**config.mk**
```make
export PLATFORM = sky130hd
export DESIGN_NAME = alu_op_scheduler
export DESIGN_NICKNAME = d
export VERILOG_FILES = /design/src/rtl/alu_op_scheduler.sv
export SDC_FILE = /design/constraint.sdc
export NUM_CORES = 1
export LEC_CHECK = 0
export BUFFER_PORTS_ARGS = -buffer_cell sky130_fd_sc_hd__buf_2
export CAP_MARGIN = 20
export CORE_MARGIN = 1.5
export CORE_UTILIZATION = 53
export DETAILED_ROUTE_END_ITERATION = 8
export GPL_TIMING_DRIVEN = 0
export PLACE_DENSITY = 0.84
export REMOVE_ABC_BUFFERS = 1
export SYNTH_ARGS = -nofsm -noshare
export SYNTH_HDL_FRONTEND = slang
export SYNTH_SLANG_ARGS = --single-unit
export TNS_END_PERCENT = 50
```
**constraint.sdc**
```tcl
create_clock -name clk -period 2.3 [get_ports clk]
set_clock_uncertainty 0.1 [all_clocks]
set_input_delay 0.23 -clock clk [delete_from_list [all_inputs] [get_ports clk]]
set_output_delay 0.23 -clock clk [all_outputs]
set_load 0.01 [all_outputs]
```
**src/rtl/alu_op_scheduler.sv**
```systemverilog
// alu_op_scheduler: shares the add/sub/mul/div control units between two
// requesters. A round-robin arbiter picks an owner, the chosen unit gets a
// one-cycle begin pulse, and the owner receives a done pulse when the unit
// raises its stop flag or when the watchdog gives up on it.
//
// Handshake: a requester raises reqN (with opN valid) and keeps it high
// until doneN. The opcode is captured only when the grant is decided in
// IDLE, so later opN changes and early req drops have no effect on the
// operation in flight. doneN is a one-cycle pulse; tmo qualifies it.
module alu_op_scheduler #(
   parameter int TIMEOUT = 255,
   parameter int CNT_W   = 8
) (
   input  logic       clk,
   input  logic       rst_b,
   input  logic       req0,
   input  logic [1:0] op0,
   input  logic       req1,
   input  logic [1:0] op1,
   output logic       gnt0,
   output logic       gnt1,
   output logic       done0,
   output logic       done1,
   output logic       tmo,
   output logic [3:0] bgn,
   input  logic [3:0] stop,
   output logic       sel_src,
   output logic       busy
);

   typedef enum logic [1:0] {
      S_IDLE   = 2'd0,
      S_LAUNCH = 2'd1,
      S_WAIT   = 2'd2,
      S_FIN    = 2'd3
   } state_t;

   // Last watchdog value before the operation is abandoned.
   localparam logic [CNT_W-1:0] WD_LAST = CNT_W'(TIMEOUT - 1);
   localparam logic [CNT_W-1:0] WD_MAX  = {CNT_W{1'b1}};

   state_t           state_q, state_d;
   logic             owner_q, owner_d;
   logic [1:0]       op_q, op_d;
   logic             last_q, last_d;
   logic [CNT_W-1:0] wd_q, wd_d;
   logic             tmo_q, tmo_d;

   logic             win0, win1;

   // Round-robin: on a tie the requester that did not own the ALU last wins.
   assign win0 = req0 && (!req1 || last_q);
   assign win1 = req1 && (!req0 || !last_q);

   // State, owner, opcode, watchdog and timeout flag registers.
   always_ff @(posedge clk) begin
      if (rst_b) begin
         state_q <= S_IDLE;
         owner_q <= 1'b0;
         op_q    <= 2'b00;
         last_q  <= 1'b1;
         wd_q    <= '0;
         tmo_q   <= 1'b0;
      end else begin
         state_q <= state_d;
         owner_q <= owner_d;
         op_q    <= op_d;
         last_q  <= last_d;
         wd_q    <= wd_d;
         tmo_q   <= tmo_d;
      end
   end

   // Next-state logic: arbitration, launch, wait for stop or watchdog, finish.
   always_comb begin
      state_d = state_q;
      owner_d = owner_q;
      op_d    = op_q;
      last_d  = last_q;
      wd_d    = wd_q;
      tmo_d   = tmo_q;
      case (state_q)
         S_IDLE: begin
            if (win0) begin
               owner_d = 1'b0;
               op_d    = op0;
               state_d = S_LAUNCH;
            end else if (win1) begin
               owner_d = 1'b1;
               op_d    = op1;
               state_d = S_LAUNCH;
            end
         end
         S_LAUNCH: begin
            // Stop flags are not looked at here; the unit only just started.
            wd_d    = '0;
            state_d = S_WAIT;
         end
         S_WAIT: begin
            // A real stop on the final watchdog cycle still counts as success.
            if (stop[op_q]) begin
               tmo_d   = 1'b0;
               state_d = S_FIN;
            end else if (wd_q == WD_LAST) begin
               tmo_d   = 1'b1;
               state_d = S_FIN;
            end else if (wd_q != WD_MAX) begin
               wd_d = wd_q + 1'b1;
            end
         end
         S_FIN: begin
            last_d  = owner_q;
            state_d = S_IDLE;
         end
         default: state_d = S_IDLE;
      endcase
   end

   // Moore outputs decoded from the registered state, owner and opcode.
   always_comb begin
      busy    = (state_q != S_IDLE);
      gnt0    = busy && !owner_q;
      gnt1    = busy && owner_q;
      sel_src = busy && owner_q;
      bgn     = (state_q == S_LAUNCH) ? (4'b0001 << op_q) : 4'b0000;
      done0   = (state_q == S_FIN) && !owner_q;
      done1   = (state_q == S_FIN) && owner_q;
      tmo     = (state_q == S_FIN) && tmo_q;
   end

endmodule

```
==> results of run 1 <==
cell families after synthesis:
family | count (synthesis)
compound gates | 33
fa+ha+maj | 6
buf+inv | 14
flops | 15
mux | 5
simple gates | 47
worst paths after layout:
| path | startpoint | to | slack (ns) |
|---|---|---|---|
| setup / recovery | state_q[0] | wd_q[3] | 0.12 |
| hold reg to reg | last_q | last_q | 0.41 |
| hold / removal | req1 | owner_q | 0.15 |
| setup reg to reg | state_q[0] | wd_q[3] | 0.12 |
worst min-delay path: stages:
cell     delay, ns
buf_2         0.10
a32oi_1       0.10
nor2_1        0.08
layer usage:
layer / track usage, % / vias up / part of all wire [%]
met4: 10.3 / 0 / 2.0
li1: - / 490 / -
met5: 0 / - / 0
met3: 5.28 / 8 / 5.7
met1: 27.9 / 476 / 42
met2: 41.4 / 40 / 50
flip-flops by register name (all words and copies together), names as in the netlist:
signal	cells
last_q	1
op_q	2
owner_q	1
state_q	2
tmo_q	1
wd_q	8
metrics by stage:
stage               cell area (um2)  setup WS, ns  power, mW  std cells  util, %
floorplan                      1010         0.476      0.678        113        -
global placement               1150         0.294      0.793        160     63.9
detailed placement             1150         0.112      0.820        160     63.9
CTS                            1180         0.104      0.975        164     65.3
global route                   1180      0.000797       1.04        164     65.3
finish                         1180         0.121      0.970        164     65.3
Yosys cell counts (3+ instances only):
cell      instances  area share (%)
a211oi_1          3             2.1
a211o_1           4             3.3
inv_1             7             2.5
ha_1              6             7.1
nor2_1           11             3.9
dfxtp_1          15              28
nor2b_1           3             1.8
nand2_1           5             1.8
mux2i_1           3             2.8
and2_1            3             1.8
nand4_1           3             1.8
nand3_1           6             2.8
a311oi_1          3             2.5
nand2b_1          5             3.0
power by group:
part	switching [mW]	total, mW	internal (mW)
Combinational	0.263	0.457	0.193
Clock	0.0907	0.158	0.0674
Sequential	0.0577	0.356	0.298
final cells by class:
class / instances / area share [%]
multi-input cells: 91 / 58.0
flip-flops and latches: 15 / 25.5
repair buffers: 22 / 9.35
well taps: 25 / 2.66
clock buffers: 4 / 2.23
inverters: 7 / 2.23
timing repair:
| item | CTS | global route |
|---|---|---|
| setup endpoints to repair | 0 | 1 |
| buffers inserted | 0 | 0 |
| gates resized for setup | 0 | 0 |
==> impl_results.md, run 1 <==
- Most instantiated flip-flop cell in the synthesis netlist: dfxtp_1
- Slew Limit Fails: 0
- Xor-xnor portion of the synthesized cell area: 0%
- Count of input and output buffers: 22
- Data required time of the worst path: 2.40 ns
- Longest individual stage delay on the worst path: 0.48 ns
- Post-route minimum period: 2.18 ns
- Final weighted congestion in routability-driven placement: 0.814
- Most common cell after layout, fill and taps aside: buf_2
- Part of the Yosys area used for sequential elements: 28.4%
- Total detailed-routing wirelength: 2440 um
- Power density normalized to cell area: 824 mW/mm2
- Hold/Removal Path Class: input port to flop
- Endpoint type of the worst setup path: flop
- Critical path arrival: 2.27 ns
- Combinational family with the most area after synthesis: compound AO/OA/AOI/OAI gates
- Multiplexer area fraction after synthesis: 7.10%
- Top Ports: 23
- Result of the run: finished clean
- CP startpoint kind: flop
- Cell class contributing the biggest share of worst-path delay: compound AO/OA/AOI/OAI gates
- Inserted Clock Buffers: 3
- Die height: 47.7 um
- Storage element area: 300 um2
- Critical-path cell list: inv_1 > ha_1 > and2_1 > a22oi_2 > o31ai_1 > a311oi_1
- Number of flops mapped to enable cells by yosys: 0
- Synth Area in Adders: 7.10%
- Clock transition at the register clock pins on the worst setup and hold paths after CTS: 0.10 ns
- Cell depth of the worst min-delay path: 3
- Clock tree from TritonCTS: built
- Synth-to-Final Area Change: 11.4%
- Fmax: 0.459 GHz
- Starting utilization of the core area: 58.7%
- CTS hold repair buffers: 0
- Largest net degree at the start of global routing: 19
- Core area: 0.00180 mm2
- Setup TNS Final: 0 ns
- Total global routing track utilization: 23.7%
- Maximum buffer depth of the clock tree: 2
- Sum of buffers and inverters on the critical path: 1
- Starting DRT DRC Count: 32
- Compound-cell area share of the yosys netlist: 26.4%
- Number of failing hold endpoints at the final stage: 0
- Critical path's slowest cell: a22oi_2
- Maximum capacitance violations: 0
- Number of global-route vias before repair: 914
- Asr flop ratio synth: 0%
- Count of nets after finishing: 158
- Gate count of the mapped netlist: 120
- Worst hold slack: 0.150 ns
- Peak supply drop: 0.842 mV
- Simple-gate area share of the yosys netlist: 24.0%
- Level count of the clock H-tree: 1
- Ratio of routed vias to standard cells: 6.18
- Wire length of the first global-routing pass: 3810 um
- Mean Syn Cell Area: 8.81 um2
- Area taken by multi-input logic gates: 683 um2
- Clock sink count: 15
- Filler cells: 158
- Antenna diode instance count: 0
- First-pass iteration count of the detailed router: 4
- Final period util: 94.7%
- Max transition margin: 62.8%
- Number of setup violations in the final report: 0
- Number of antenna violations at the first check in global routing: 0
- # rows: 15
- Setup repair after global routing missed its margin: false
- Global route overflow: 0
- Register-to-Register Path Depth: 6
- Sum of net half-perimeters after detailed placement: 1850 um
- Mean routed wirelength per cell: 14.9 um
- Number of distinct library cells after synthesis: 44
- Overall via count from detail_route: 1014
- Worst-skew pair later-pin latency: 0.29 ns
- Total number of cells along the worst setup path: 6
- Standby leakage power: 0.517 nW
- Clock tree root buffer cell: clkbuf_4
- Overall die width: 47.7 um
- Residual antenna-violating net count after detailed routing: 0
- Transition time at the pin with the least slew margin: 0.558 ns
- Synth Warn #: 0
- Post-Synthesis Cell Area: 0.00106 mm2
- Die Footprint: 0.00227 mm2
- Critical path start-end classification: flop to flop
- Register bit total from synthesis: 15
- Number of design rule violations left after detail routing: 0
- Maximum fanout along the worst path: 12
- Most used cells in the layout excluding fill and tap cells: buf_2 (22), dfxtp_1 (15), nor2_1 (11)
- Fraction of final layout cells sized beyond drive strength 1: 23.7%
Power figures use the tool's default switching activity.
==> run 2: changes to the inputs <==
--- a/config.mk
+++ b/config.mk
@@ -5,13 +5,14 @@
 export SDC_FILE = /design/constraint.sdc
 export NUM_CORES = 1
 export LEC_CHECK = 0
+export ABC_AREA = 0
 export BUFFER_PORTS_ARGS = -buffer_cell sky130_fd_sc_hd__buf_2
 export CAP_MARGIN = 20
-export CORE_MARGIN = 1.5
-export CORE_UTILIZATION = 53
+export CORE_MARGIN = 2
+export CORE_UTILIZATION = 37
 export DETAILED_ROUTE_END_ITERATION = 8
 export GPL_TIMING_DRIVEN = 0
-export PLACE_DENSITY = 0.84
+export PLACE_DENSITY = 0.64
 export REMOVE_ABC_BUFFERS = 1
 export SYNTH_ARGS = -nofsm -noshare
 export SYNTH_HDL_FRONTEND = slang
==> impl_results.md, run 2 (synthesized netlist as in run 1, its figures left out) <==
- Power density normalized to cell area: 813 mW/mm2 (-1.4%)
- Antenna diode instance count: 0 (unchanged)
- Peak supply drop: 0.365 mV (-57%)
- Post-route minimum period: 2.12 ns (-0.0612 ns)
- Synth-to-Final Area Change: 12.1%
- Start point of the critical path: state_q[0]
- Postcts setup bufs: 0 (unchanged)
- Sum of net half-perimeters after detailed placement: 1710 um (-7.7%)
- Worst hold slack: 0.142 ns (-0.00846 ns)
- Top flop regs: wd_q x8, op_q x2, state_q x2
- Maximum fanout along the worst path: 12 (unchanged)
- Fraction of final layout cells sized beyond drive strength 1: 23.7% (unchanged)
- Mean routed wirelength per cell: 13.5 um (-9.4%)
- Internal Dissipation: 560 uW (+0.23%)
- Top Ports: 23 (unchanged)
- Longest individual stage delay on the worst path: 0.49 ns (about the same)
- Reported net switching power: 403 uW (-2.0%)
- Die height: 57.5 um (+21%)
- Number of antenna violations at the first check in global routing: 0 (unchanged)
- Die Footprint: 0.00330 mm2 (+45%)
- Level count of the clock H-tree: 1 (unchanged)
- Fmax: 0.472 GHz (+2.9%)
- Utilization after layout: 43.3% (-22 points)
- Inserted Clock Buffers: 3 (unchanged)
- Result of the run: finished clean
- Setup TNS Final: 0 ns (unchanged)
- Most common cell after layout, fill and taps aside: buf_2
- CTS hold repair buffers: 0 (unchanged)
- Critical-path cell list: inv_1 > ha_1 > and2_1 > a22oi_2 > o31ai_1 > a311oi_1
- Critical path arrival: 2.22 ns (-0.05 ns)
- Hold/Removal Path Class: input port to flop
- Maximum buffer depth of the clock tree: 2 (unchanged)
- Part of the power in combinational logic: 46.9% (-0.2 points)
- Sequential share of power: 36.7% (about the same)
- Wire length of the first global-routing pass: 3920 um (+2.9%)
- Overall die width: 57.5 um (+21%)
- Slew Limit Fails: 0 (unchanged)
- Residual antenna-violating net count after detailed routing: 0 (unchanged)
- Number of failing hold endpoints at the final stage: 0 (unchanged)
- Setup repair after global routing missed its margin: false
- Clock transition at the register clock pins on the worst setup and hold paths after CTS: 0.10 ns (about the same)
- Final period util: 92.1% (-2.7 points)
- Largest net degree at the start of global routing: 19 (unchanged)
- Cell class contributing the biggest share of worst-path delay: compound AO/OA/AOI/OAI gates
- Standby leakage power: 0.517 nW (about the same)
- Number of global-route vias before repair: 917 (+0.33%)
- Final weighted congestion in routability-driven placement: 0.851 (+4.6%)
- Clock tree root buffer cell: clkbuf_4
- Ratio of routed vias to standard cells: 5.75 (-7.0%)
- Worst-skew pair later-pin latency: 0.29 ns (about the same)
- Portion of total power attributed to the clock network: 16.4% (about the same)
- Endpoint type of the worst setup path: flop
- Overall via count from detail_route: 978 (-3.6%)
- Clock tree from TritonCTS: built
- Count of nets after finishing: 158 (unchanged)
- # rows: 19 (+4)
- Critical path's slowest cell: a22oi_2
- Fraction of power spent switching nets: 41.9% (-0.55 points)
- Core area: 0.00273 mm2 (+52%)
- Maximum capacitance violations: 0 (unchanged)
- Data required time of the worst path: 2.40 ns (about the same)
- Sum of buffers and inverters on the critical path: 1 (unchanged)
- Transition time at the pin with the least slew margin: 0.532 ns (-0.0252 ns)
- Count of input and output buffers: 22 (unchanged)
- Total global routing track utilization: 15.0% (-8.7 points)
- Total detailed-routing wirelength: 2290 um (-6.1%)
- Critical path start-end classification: flop to flop
- Starting DRT DRC Count: 46 (+44%)
- Global route overflow: 0 (unchanged)
- Clock sink count: 15 (unchanged)
- Crit Reg-Reg Startpoint: state_q[0]
- CP startpoint kind: flop
- Register with the most flip-flops: wd_q
- Number of setup violations in the final report: 0 (unchanged)
- First-pass iteration count of the detailed router: 4 (unchanged)
- Hold_sp: req1
- Post-cts resize count: 0 (unchanged)
- Max transition margin: 64.5% (+1.7 points)
- Most used cells in the layout excluding fill and tap cells: buf_2 (22), dfxtp_1 (15), nor2_1 (11)
- Number of design rule violations left after detail routing: 0 (unchanged)
- Starting utilization of the core area: 38.7% (-20 points)
- Largest register FFs: 8 (unchanged)
[run 2: cell counts in the layout (fill, tap and decap cells not counted)]
No cell type changed its count.
[run 2: final timing paths]
kind | endpoint | slack (ns) | depth (start not counted)
max | wd_q[3] | 0.18 | 6
min | owner_q | 0.14 | 3
max reg2reg | wd_q[3] | 0.18 | 6
min reg2reg | last_q | 0.40 | 1
[run 2: per-stage QoR]
| stage | instance area (um2) | instances | worst slack, ns | power [mW] |
|---|---|---|---|---|
| after floorplan | 1010 | 113 | 0.476 | 0.678 |
| after global routing | 1180 | 170 | 0.0160 | 1.03 |
| after global placement | 1160 | 166 | 0.266 | 0.795 |
| after CTS | 1180 | 170 | 0.167 | 0.973 |
| final | 1180 | 170 | 0.182 | 0.963 |
| after detailed placement | 1160 | 166 | 0.189 | 0.815 |
[run 2: power groups by stage]
stage | sequential [mW] | combinational (mW) | clock [mW]
after floorplan | 0.346 | 0.331 | 0
after global placement | 0.354 | 0.441 | 0
after detailed placement | 0.360 | 0.455 | 0
after CTS | 0.353 | 0.458 | 0.162
after global routing | 0.363 | 0.501 | 0.170
final | 0.353 | 0.452 | 0.158
[run 2: worst min-delay path, cell delays in order]
cell and delay [ns]:
buf_2 0.10, a32oi_1 0.10, nor2_1 0.07
[run 2: final cells by class]
type | count | area (um2)
fillers | 263 | 1550
well taps | 31 | 38.8
inverters | 7 | 26.3
repair buffers | 22 | 110
flip-flops and latches | 15 | 300
clock buffers | 4 | 26.3
multi-input cells | 91 | 683
[run 2: per-layer routing]
layer / wire length, um / vias up / GRT usage (%)
li1: - / 489 / -
met1: 1090 / 459 / 20.5
met2: 1060 / 26 / 21.9
met3: 105 / 4 / 3.63
met4: 35 / 0 / 7.31
met5: 0 / - / 0
